`src/rtl/lsu_mem_port.sv`:
```
// MEM-stage load/store initiator: one request per handshake, drives the data-memory port,
// returns extended load data or a fault code. Optional LSU_SPLIT_EN splits misaligned half/word into byte accesses.
module lsu_mem_port #(
    parameter int XLEN    = 32,
    parameter int TIMEOUT = 15
) (
    input  logic            clk,
    input  logic            rst,
    input  logic            req_valid,
    output logic            req_ready,
    input  logic            req_we,
    input  logic [2:0]      req_ctrl,
    input  logic [XLEN-1:0] req_addr,
    input  logic [XLEN-1:0] req_wdata,
    output logic            resp_valid,
    output logic [XLEN-1:0] resp_data,
    output logic [1:0]      resp_fault,
    output logic            mem_enable,
    output logic            mem_write_read,
    output logic [2:0]      mem_ctrl,
    output logic [XLEN-1:0] mem_addr,
    output logic [XLEN-1:0] mem_wdata,
    input  logic            mem_read_done,
    input  logic            mem_error,
    input  logic [XLEN-1:0] mem_rdata
);
    localparam int CW = $clog2(TIMEOUT + 1);

    localparam logic [1:0] IDLE   = 2'd0;
    localparam logic [1:0] ACCESS = 2'd1;
    localparam logic [1:0] RESP   = 2'd2;
`ifdef LSU_SPLIT_EN
    localparam logic [1:0] FIN    = 2'd3;
`endif

    localparam logic [1:0] F_OK      = 2'b00;
    localparam logic [1:0] F_BUS     = 2'b01;
    localparam logic [1:0] F_ALIGN   = 2'b10;
    localparam logic [1:0] F_TIMEOUT = 2'b11;

    logic [1:0]      state;
    logic            we_q;
    logic [2:0]      ctrl_q;
    logic [XLEN-1:0] addr_q;
    logic [XLEN-1:0] wdata_q;
    logic [CW-1:0]   wait_cnt;
    logic            in_access;
    logic            misalign;
    logic            reject;

`ifdef LSU_SPLIT_EN
    logic            split_q;
    logic [1:0]      bidx;
    logic [1:0]      last_idx;
    logic [XLEN-1:0] acc;
    assign last_idx = (ctrl_q[1:0] == 2'b01) ? 2'd1 : 2'd3;
`endif

    always_comb begin
        misalign = 1'b0;
        case (req_ctrl[1:0])
            2'b01:   misalign = req_addr[0];
            2'b10:   misalign = |req_addr[1:0];
            default: misalign = 1'b0;
        endcase
`ifdef LSU_SPLIT_EN
        reject = &req_ctrl[1:0];
`else
        reject = (&req_ctrl[1:0]) | misalign;
`endif
    end

    assign req_ready  = (state == IDLE);
    assign resp_valid = (state == RESP);
    assign in_access  = (state == ACCESS);

    // Memory port is driven only while in ACCESS; everything else sees zeros.
    assign mem_enable     = in_access;
    assign mem_write_read = in_access & we_q;
`ifdef LSU_SPLIT_EN
    assign mem_ctrl  = !in_access ? 3'b000 : (split_q ? 3'b100 : ctrl_q);
    assign mem_addr  = !in_access ? '0 : (split_q ? addr_q + XLEN'(bidx) : addr_q);
    assign mem_wdata = !in_access ? '0 :
                       (split_q ? {{(XLEN-8){1'b0}}, wdata_q[{bidx, 3'b000} +: 8]} : wdata_q);
`else
    assign mem_ctrl  = in_access ? ctrl_q : 3'b000;
    assign mem_addr  = in_access ? addr_q : '0;
    assign mem_wdata = in_access ? wdata_q : '0;
`endif

    always_ff @(posedge clk) begin
        if (rst) begin
            state      <= IDLE;
            we_q       <= 1'b0;
            ctrl_q     <= 3'b000;
            addr_q     <= '0;
            wdata_q    <= '0;
            wait_cnt   <= '0;
            resp_data  <= '0;
            resp_fault <= F_OK;
`ifdef LSU_SPLIT_EN
            split_q    <= 1'b0;
            bidx       <= 2'd0;
            acc        <= '0;
`endif
        end else begin
            case (state)
                IDLE: if (req_valid) begin
                    we_q     <= req_we;
                    ctrl_q   <= req_ctrl;
                    addr_q   <= req_addr;
                    wdata_q  <= req_wdata;
                    wait_cnt <= '0;
`ifdef LSU_SPLIT_EN
                    split_q  <= misalign;
                    bidx     <= 2'd0;
                    acc      <= '0;
`endif
                    if (reject) begin
                        resp_fault <= F_ALIGN;
                        resp_data  <= '0;
                        state      <= RESP;
                    end else begin
                        state <= ACCESS;
                    end
                end
                ACCESS: begin
                    // Error beats done when both arrive in the same cycle.
                    if (mem_error) begin
                        resp_fault <= F_BUS;
                        resp_data  <= '0;
                        state      <= RESP;
                    end else if (we_q || mem_read_done) begin
`ifdef LSU_SPLIT_EN
                        if (split_q) begin
                            if (!we_q) acc[{bidx, 3'b000} +: 8] <= mem_rdata[7:0];
                            wait_cnt <= '0;
                            if (bidx == last_idx) state <= FIN;
                            else bidx <= bidx + 2'd1;
                        end else
`endif
                        begin
                            resp_fault <= F_OK;
                            resp_data  <= we_q ? '0 : mem_rdata;
                            state      <= RESP;
                        end
                    end else if (wait_cnt == CW'(TIMEOUT)) begin
                        resp_fault <= F_TIMEOUT;
                        resp_data  <= '0;
                        state      <= RESP;
                    end else begin
                        wait_cnt <= wait_cnt + CW'(1);
                    end
                end
`ifdef LSU_SPLIT_EN
                FIN: begin
                    resp_fault <= F_OK;
                    if (we_q)
                        resp_data <= '0;
                    else if (ctrl_q[1:0] == 2'b01)
                        resp_data <= ctrl_q[2] ? {{(XLEN-16){1'b0}}, acc[15:0]}
                                               : {{(XLEN-16){acc[15]}}, acc[15:0]};
                    else
                        resp_data <= acc;
                    state <= RESP;
                end
`endif
                default: state <= IDLE;
            endcase
        end
    end
endmodule
```
`config.mk`:
```
export PLATFORM = sky130hd
export DESIGN_NAME = lsu_mem_port
export DESIGN_NICKNAME = d
export VERILOG_FILES = /design/src/rtl/lsu_mem_port.sv
export SDC_FILE = /design/constraint.sdc
export NUM_CORES = 1
export LEC_CHECK = 0
export ABC_AREA = 1
export BUFFER_PORTS_ARGS = -buffer_cell sky130_fd_sc_hd__buf_2
export CORE_MARGIN = 2
export CORE_UTILIZATION = 50
export DETAILED_ROUTE_END_ITERATION = 16
export PLACE_DENSITY_LB_ADDON = 0.12
export SLEW_MARGIN = 20
export SYNTH_ARGS = -nofsm -noshare
export SYNTH_HDL_FRONTEND = slang
export SYNTH_SLANG_ARGS = --single-unit
```
`constraint.sdc`:
```
create_clock -name clk -period 4.92 [get_ports clk]
set_clock_uncertainty 0.2 [all_clocks]
set_input_delay 0.246 -clock clk [delete_from_list [all_inputs] [get_ports clk]]
set_output_delay 0.246 -clock clk [all_outputs]
set_load 0.05 [all_outputs]
```
==> results of run 1 <==
==> final cells by class <==
type	count	area [um2]
fill	755	2685
sequential	108	2162
multi-input combinational	420	2024
timing repair buffer	273	1684
inverter	78	294.0
tap	111	138.9
clock buffer	10	137.6
clock inverter	6	70.07
==> worst min-delay path by stage <==
| stage | cells after the start | to | from | slack, ns |
|---|---|---|---|---|
| floorplan | 1 | state[0] | rst | 0.12 |
| CTS | 3 | addr_q[5] | req_addr[5] | 0.001 |
| finish | 3 | addr_q[5] | req_addr[5] | 0.006 |
| global route | 3 | addr_q[5] | req_addr[5] | 0.02 |
| global placement | 2 | resp_fault[1] | resp_fault[1] | 0.24 |
| detailed placement | 2 | wdata_q[30] | wdata_q[30] | 0.24 |
==> cells in the final DEF, fill, tap and decap left out, types with 2 or more instances in the layout <==
cell type,instances
inv_6,2
nand3_1,39
nand2_1,46
nand2_4,2
a21oi_1,106
buf_2,209
nand4_1,34
nor2_1,111
inv_1,74
dlygate4sd3_1,63
clkbuf_8,10
o21ai_0,71
ha_1,4
dfxtp_1,108
clkinv_4,2
inv_2,2
nor3_1,2
nor2_4,2
clkinv_2,2
==> report_power, final <==
| group | internal [W] | switching, W | total (W) |
|---|---|---|---|
| registers | 0.000968 | 0.0000336 | 0.00100 |
| clock network | 0.000254 | 0.000304 | 0.000558 |
| logic | 0.000188 | 0.000454 | 0.000642 |
==> per-layer routing <==
metal  global-route usage [%]  share of wire (%)  vias up
met4                    11.33                3.1        0
met5                        0                  0        -
li1                         -                  -     2613
met2                    42.38                 49      219
met1                    31.62                 40     2356
met3                    4.993                7.2       39
==> per-stage QoR <==
stage / setup WS, ns / instance area [um2]
after floorplan: 2.794 / 4711
after global placement: 1.874 / 5648
after global routing: 0.9698 / 6511
final: 1.232 / 6511
after detailed placement: 1.803 / 5653
after CTS: 1.689 / 6491
==> flip-flops by register name, summed over array words and instances (netlist names) <==
signal / flops
wait_cnt: 4
ctrl_q: 3
wdata_q: 32
state: 2
resp_data: 32
we_q: 1
resp_fault: 2
addr_q: 32
==> kinds of logic (layout without fill, tap and decap cells) <==
| group | count (synthesis) | after routing | synth area share (%) |
|---|---|---|---|
| compound gates | 178 | 178 | 18.96 |
| xor+xnor | 1 | 1 | 0.1860 |
| flops | 108 | 108 | 45.90 |
| simple gates | 237 | 237 | 21.99 |
| buf+inv | 134 | 367 | 11.90 |
| fa+ha+maj | 4 | 4 | 1.062 |
==> worst register-to-register path, delay by kind of cell, from the launching register on <==
kind | cells | cell delay [ns]
flip-flops | 1 | 0.41
buffers and inverters | 2 | 1.04
AO/OA/AOI/OAI | 2 | 0.55
AND/OR/NAND/NOR | 1 | 0.61
==> results_dict.tcl, run 1 <==
set metrics [dict create \
    place_congestion 0.8139 \
    wire_per_inst_um 13.40 \
    cts.sinks 108 \
    peakVddDrop_v 0.0001842 \
    die_y_um 101.1 \
    route.detailed.drc 0 \
    coreArea_mm2 0.009196 \
    cp.arrival_ns 3.24 \
    power_leakage_nw 3.082 \
    overflow 0 \
    rr_endpoint "resp_fault[1]" \
    cts_htree_levels 3 \
    start_kind "flip-flop" \
    hold_path.class "in2reg" \
    cp.required_ns 4.47 \
    clock_latency_ns 0.36 \
    rr_worst_depth 5 \
    crit_start "state[0]" \
    slowest_delay_ns 0.97 \
    area_growth_syn_to_layout_pct 38.22 \
    antenna_found_initial 0 \
    die_w_um 101.1 \
    synth_most_common_cell "nor2_1" \
    ioPinCount 210 \
    vias 5227 \
    yosysWarningCount 0 \
    reg2reg_from "state[0]" \
    dpl.hpwl_um 7921 \
    yosysTopAreaCell "dfxtp_1" \
    tightest_slew_ns 0.9657 \
    cts_resized 0 \
    relSlewSlack_pct 35.22 \
    crit_buf_inv 3 \
    grt_pass1_wl_um 21000 \
    cts_tree "done" \
    drt-total-wl_um 13480 \
    cts_hold_buf 63 \
    crit_family "buffers and inverters" \
    crit_cells 5 \
    synth.area.top_cells "dfxtp_1, a21oi_1, nor2_1" \
    detail_route.first_pass.iterations 7 \
    setup_tns_ns 0 \
    final_nets 999 \
    synthesis.area_mm2 0.004711 \
    hold_ws_ns 0.006037 \
    post-cts-setup-buffers 0 \
    drt_iter0_drc 201 \
    ys_seq_area_share_pct 45.90 \
    drive_gt1_share_pct 26.15 \
    synth_edf_count 0 \
    critPathSlowestCell "clkinv_2" \
    ant_nets 0 \
    status "finished, final reports clean" \
    grt_max_degree 143 \
    worst-setup-path-type "reg2out" \
    final-hold-violation-count 0 \
    powerDensity_mw_per_mm2 338.1 \
    utilization_pct 70.80 \
    synth_seq_cells 108 \
    period_share_pct 74.97 \
    clock_tree.root_cell "clkbuf_8" \
    io_buffers 209 \
    drv_slew 0 \
    finalCriticalPeriod_ns 3.688 \
    clkTransAtPathRegs_ns 0.09 \
    layout.cells.non_filler 1006 \
    synth_top_area_share_pct 45.90 \
    setup_violations 0 \
    initial_core_util_pct 51.22 \
    maxCapViolCount 0 \
    track_usage_pct 25.37 \
    worstPathCellList "inv_2 -> nor2_4 -> clkinv_2 -> nor2_1 -> buf_2" \
    grt_setup_unrepaired "false" \
    cp-end-kind "output pin" \
    cts_buffer_depth 2 \
    synth_ff_type "dfxtp_1" \
    design.die.area_mm2 0.01021 \
    grt_pass1_vias 4604 \
    async_reset_ff_share_pct 0 \
    critPathMaxFanout 71 \
    rows 35 \
    syn_nets 771 \
    numCtsBuffers 9 \
    crit_end "mem_wdata[13]" \
    avgSynthCellArea_um2 7.116 \
    synth_cells 662 \
    via_per_inst 5.196 \
    diodes 0 \
    dp.cells 927 \
    total_power_w 0.002202 \
    synth.distinct_cells 21 \
    r2r_setup_slack_ns 2.00 \
    ys_top_cells_by_count "nor2_1, dfxtp_1, a21oi_1" \
    max_freq_mhz 271.1 \
]
Power figures use the tool's default switching activity.
==> run 2, diff against run 1 <==
CORE_UTILIZATION = 43   (was 50)
clock period = 3.3 ns   (was 4.92 ns; I/O delays follow)
==> run 2 against run 1 <==
  * The run now ends with negative hold slack left
  * Core utilization decreased by 6.5 points
  * Sequential power up 50%
  * Via count rose by 2.7%
  * Non-clock buffer count increased by 46
  * Clock power increased by 27%
  * Register-to-register slack got worse by 1.1 ns
  * Count of clock-buffer cells in the layout increased by 1
  * First-iteration DRC count up 140%
  * Die area is 16% higher
  * Global-route usage shrank 1.8 points
  * Final cell count grew 7.3%
==> results_dict.tcl, run 2 (synthesized netlist as in run 1, its figures left out) <==
set metrics [dict create \
    hold_ws_ns -0.003305 \
    peakVddDrop_v 0.0002462 \
    cp-end-kind "output pin" \
    area_growth_syn_to_layout_pct 46.69 \
    setup_violations 0 \
    ant_nets 0 \
    vias 5366 \
    dpl.hpwl_um 8360 \
    clock_tree.root_cell "clkbuf_8" \
    final_common_cell "buf_2" \
    numCtsBuffers 9 \
    powerDensity_mw_per_mm2 464.2 \
    track_usage_pct 23.57 \
    rows 38 \
    setup_tns_ns 0 \
    grt_pass1_vias 4885 \
    final_nets 1045 \
    switching_share_pct 36.20 \
    period_share_pct 73.73 \
    placed_cell_area_mm2 0.005752 \
    total_power_w 0.003208 \
    route.detailed.drc 0 \
    cts_buffer_depth 2 \
    drt_iter0_drc 486 \
    seqPwrFrac_pct 46.6 \
    reg.largest.list "addr_q x32, resp_data x32, wdata_q x32" \
    regArea_mm2 0.002162 \
    failed_checks "negative hold slack" \
    wire_per_inst_um 13.38 \
    p_clk_share_pct 22.0 \
    diodes 0 \
    worst-setup-path-type "reg2out" \
    design.die.area_mm2 0.01181 \
    critPathSlowestCell "buf_4" \
    n_fill_cell 962 \
    clock_latency_ns 0.36 \
    cts_htree_levels 3 \
    layout_common_cells "buf_2, nor2_1, dfxtp_1, a21oi_1, dlygate4sd3_1" \
    stdcell_area_mm2 0.006910 \
    power.switching_w 0.001161 \
    grt_setup_unrepaired "false" \
    grt_pass1_wl_um 22400 \
    max_freq_mhz 411.0 \
    cp.arrival_ns 2.07 \
    drive_gt1_share_pct 25.56 \
    drv_slew 0 \
    overflow 0 \
    final-hold-violation-count 1 \
    maxCapViolCount 0 \
    die_y_um 108.7 \
    dp.cells 965 \
    place_congestion 0.8327 \
    clkTransAtPathRegs_ns 0.10 \
    combPwrFrac_pct 31.3 \
    ioPinCount 210 \
    relSlewSlack_pct 35.27 \
    tightest_slew_ns 0.9709 \
    crit_buf_inv 3 \
    finalCriticalPeriod_ns 2.433 \
    crit_family "buffers and inverters" \
    cp.required_ns 2.93 \
    start_kind "flip-flop" \
    coreArea_mm2 0.01075 \
    initial_core_util_pct 43.84 \
    hold_path.class "in2reg" \
    power_leakage_nw 3.251 \
    p_int_w 0.002047 \
    critPathMaxFanout 51 \
    cts_tree "done" \
    post-cts-setup-buffers 0 \
    die_w_um 108.7 \
    status "finished, violations left" \
    layout.cells.non_filler 1079 \
    via_per_inst 4.973 \
    cts.sinks 108 \
    slowest_delay_ns 0.52 \
    detail_route.first_pass.iterations 5 \
    multiInputGateArea_mm2 0.002001 \
    grt_max_degree 84 \
    worstPathCellList "nor2_4 -> inv_2 -> buf_4 -> nor2_1 -> buf_2" \
    antenna_found_initial 0 \
    io_buffers 209 \
    drt-total-wl_um 14440 \
]
run 2: cell count changes in the layout (fill, tap and decap cells not counted):
cell           delta
clkinv_2          +2
nor2_4            -1
clkbuf_1          +1
nand2_8           -1
inv_6             -2
buf_4             +9
nand2_2           +2
clkinv_4          -2
dlygate4sd3_1    +37
nand2_4           -1
nor2_2            +1
bufinv_16         -1
run 2: path summary, 6_finish.rpt:
| path | slack (ns) | cells after the start | startpoint | endpoint |
|---|---|---|---|---|
| worst min register to register | 0.26 | 2 | addr_q[28] | addr_q[28] |
| worst max-delay path | 0.87 | 5 | state[1] | mem_addr[2] |
| worst min-delay path | -0.003 | 5 | mem_rdata[17] | resp_data[17] |
| worst max register to register | 0.95 | 7 | state[1] | resp_data[26] |
run 2: area by class of cell:
cell class | count | share of cell area [%]
Multi-Input combinational cell | 420 | 28.95
Sequential cell | 108 | 31.29
Tap cell | 140 | 2.535
Inverter | 78 | 4.255
Timing Repair Buffer | 319 | 30.71
Clock buffer | 11 | 2.046
Clock inverter | 3 | 0.2173
run 2: tightest hold or removal path, delay by kind of cell:
kind	cells	cell delay (ns)
buffers and inverters	1	0.09
AND/OR/NAND/NOR	4	0.25
run 2: what timing repair did:
item	in CTS	in global routing
resized for setup	0	0
hold endpoints to repair	102	0
endpoints found under the setup margin	0	0
hold buffers	100	0
run 2: metrics by stage:
step | setup WS (ns) | utilization (%)
2_1_floorplan | 1.181 | -
3_3_place_gp | 1.090 | 53.53
3_5_place_dp | 0.9940 | 53.53
4_1_cts | 0.8258 | 64.30
5_1_grt | 0.6856 | 64.31
6_report | 0.8671 | 64.31
run 2: metal layers:
metal	routed length [um]	track usage [%]	part of all wire [%]
met5	0	0	0
met4	446	10.71	3.1
met3	901	5.081	6.2
met2	7085	40.67	49
met1	6004	28.02	42
run 2: power by group through the flow:
stage / clock [W] / sequential, W / combinational (W)
after detailed placement: 0 / 0.00152 / 0.000902
final: 0.000707 / 0.00150 / 0.00101
after global routing: 0.000781 / 0.00151 / 0.00110
after floorplan: 0 / 0.00169 / 0.000520
after CTS: 0.000730 / 0.00149 / 0.000994
after global placement: 0 / 0.00152 / 0.000885
==> run 3, diff against run 2 <==
clock period = 2.1 ns   (was 3.3 ns; I/O delays follow)
==> run 3 against run 2 <==
  * The flow now finishes without violations
  * Count of clock-buffer cells in the layout increased by 1
  * Non-clock buffer count is 8 higher
  * Routed wire length is 2.7% lower
  * Register-to-register slack worse by 0.80 ns
  * First-iteration DRC count fell by 25%
  * Critical path depth grew 2
  * Design area grew 3.2%
  * Die area stayed put
  * Highest routed layer unchanged
==> results_dict.tcl, run 3 (synthesized netlist as in run 1, its figures left out) <==
set metrics [dict create \
    cp.arrival_ns 2.15 \
    area_growth_syn_to_layout_pct 51.42 \
    crit_top_cell "dlygate4sd3_1" \
    period_share_pct 97.33 \
    cts_tree "done" \
    maxCapViolCount 0 \
    start_kind "input port" \
    rows 38 \
    critPathMaxFanout 4 \
    cp-end-kind "flip-flop" \
    wire_per_inst_um 12.92 \
    overflow 0 \
    io_buffers 209 \
    utilization_pct 66.38 \
    place_congestion 0.7840 \
    dpl.hpwl_um 8630 \
    post-place-ws_ns 0.3114 \
    ioPinCount 210 \
    cts_htree_levels 3 \
    die_w_um 108.7 \
    via_per_inst 4.921 \
    detail_route.first_pass.iterations 6 \
    crit_start "req_ctrl[0]" \
    reg.largest.list "addr_q x32, resp_data x32, wdata_q x32" \
    clock_tree.root_cell "clkbuf_8" \
    n_fill_cell 935 \
    cp.required_ns 2.20 \
    track_usage_pct 23.14 \
    grt_max_degree 89 \
    final-hold-violation-count 0 \
    initial_core_util_pct 43.84 \
    cts.sinks 108 \
    ant_nets 0 \
    hold_path.class "reg2reg" \
    status "finished, final reports clean" \
    crit_buf_inv 3 \
    critPathSlowestCell "dlygate4sd3_1" \
    regArea_mm2 0.002163 \
    grt_pass1_vias 4966 \
    fin_ws_ns 0.05614 \
    coreArea_mm2 0.01075 \
    relSlewSlack_pct 73.49 \
    drv_slew 0 \
    r2r_setup_slack_ns 0.15 \
    powerDensity_mw_per_mm2 749.1 \
    diodes 0 \
    cts_buffer_depth 2 \
    worstPathCellList "dlygate4sd3_1 -> buf_2 -> ha_1 -> nor3_1 -> nand3_1 -> a21oi_1 -> dlygate4sd3_1" \
    numCtsBuffers 9 \
    drt_iter0_drc 363 \
    drive_gt1_share_pct 25.77 \
    post-cts-setup-buffers 0 \
    peakVddDrop_v 0.0003762 \
    reg2reg_from "wait_cnt[0]" \
    final_nets 1053 \
    max_freq_mhz 489.3 \
    clock_latency_ns 0.36 \
    hold_ws_ns 0.2537 \
    power_leakage_nw 3.338 \
    antenna_found_initial 0 \
    setup_violations 0 \
    finalCriticalPeriod_ns 2.044 \
    drt-total-wl_um 14040 \
    crit_cells 7 \
    multiInputGateArea_mm2 0.002008 \
    die_y_um 108.7 \
    crit_family "buffers and inverters" \
    crit_end "state[0]" \
    grt_pass1_wl_um 22100 \
    final_common_cell "buf_2" \
    grt_setup_unrepaired "false" \
    setup_tns_ns 0 \
    worst-setup-path-type "in2reg" \
    layout_common_cells "buf_2, nor2_1, dfxtp_1, a21oi_1, dlygate4sd3_1" \
    rr_endpoint "state[0]" \
    rr_worst_depth 5 \
    tightest_slew_ns 0.3947 \
    route.detailed.drc 0 \
    design.die.area_mm2 0.01181 \
    slowest_delay_ns 0.56 \
    clkTransAtPathRegs_ns 0.09 \
    vias 5349 \
]
[run 3: cell count changes in the layout (fill, tap and decap cells not counted), sizes merged]
cell,previous run,this run
dlygate4sd3,100,105
bufinv,0,2
inv,76,77
clkinv,5,1
clkbuf,11,15
[run 3: how the worst min path moves through the flow]
stage          slack [ns]  cells past startpoint     startpoint       endpoint
2_1_floorplan       -0.03                      1            rst       state[0]
3_3_place_gp         0.14                      2            rst       state[0]
3_5_place_dp         0.15                      2            rst    wait_cnt[2]
4_1_cts              0.26                      2     addr_q[20]     addr_q[20]
5_1_grt              0.27                      2     addr_q[24]     addr_q[24]
6_report             0.25                      2  resp_fault[1]  resp_fault[1]
[run 3: through the flow]
step / cells / cell area [um2] / power, W
global placement: 968 / 5852 / 0.003832
CTS: 1087 / 7116 / 0.005372
global route: 1087 / 7133 / 0.005632
floorplan: 662 / 4713 / 0.003481
finish: 1087 / 7133 / 0.005343
detailed placement: 968 / 5852 / 0.003871
[run 3: what timing repair did]
action                                  CTS  global route
cloned                                    0             0
hold buffers                            105             0
endpoints found under the hold margin   106             0
resized for setup                         3             6
endpoints found under the setup margin   24            31
[run 3: area by class of cell]
type | instances | share of cell area (%)
repair buffers | 327 | 32.05
flip-flops and latches | 108 | 30.33
multi-input cells | 420 | 28.15
inverters | 78 | 4.140
well taps | 140 | 2.456
clock buffers | 12 | 2.035
clock inverters | 2 | 0.8420
[run 3: power breakdown]
part,switching (W),internal [W],leakage [nW]
clock network,0.000656,0.000694,0.103
registers,0.0000866,0.00227,0.893
logic,0.00109,0.000554,2.34
[run 3: tightest hold or removal path, cell delays in order, from the launching register on]
cell	delay [ns]
dfxtp_1	0.32
inv_1	0.04
a21oi_1	0.05
[run 3: layer usage]
| layer | vias to the layer above | wire length [um] | track usage, % |
|---|---|---|---|
| li1 | 2718 | - | - |
| met1 | 2424 | 5890 | 27.02 |
| met2 | 187 | 7051 | 41.25 |
| met3 | 20 | 894 | 4.961 |
| met4 | 0 | 204 | 9.066 |
| met5 | - | 0 | 0 |
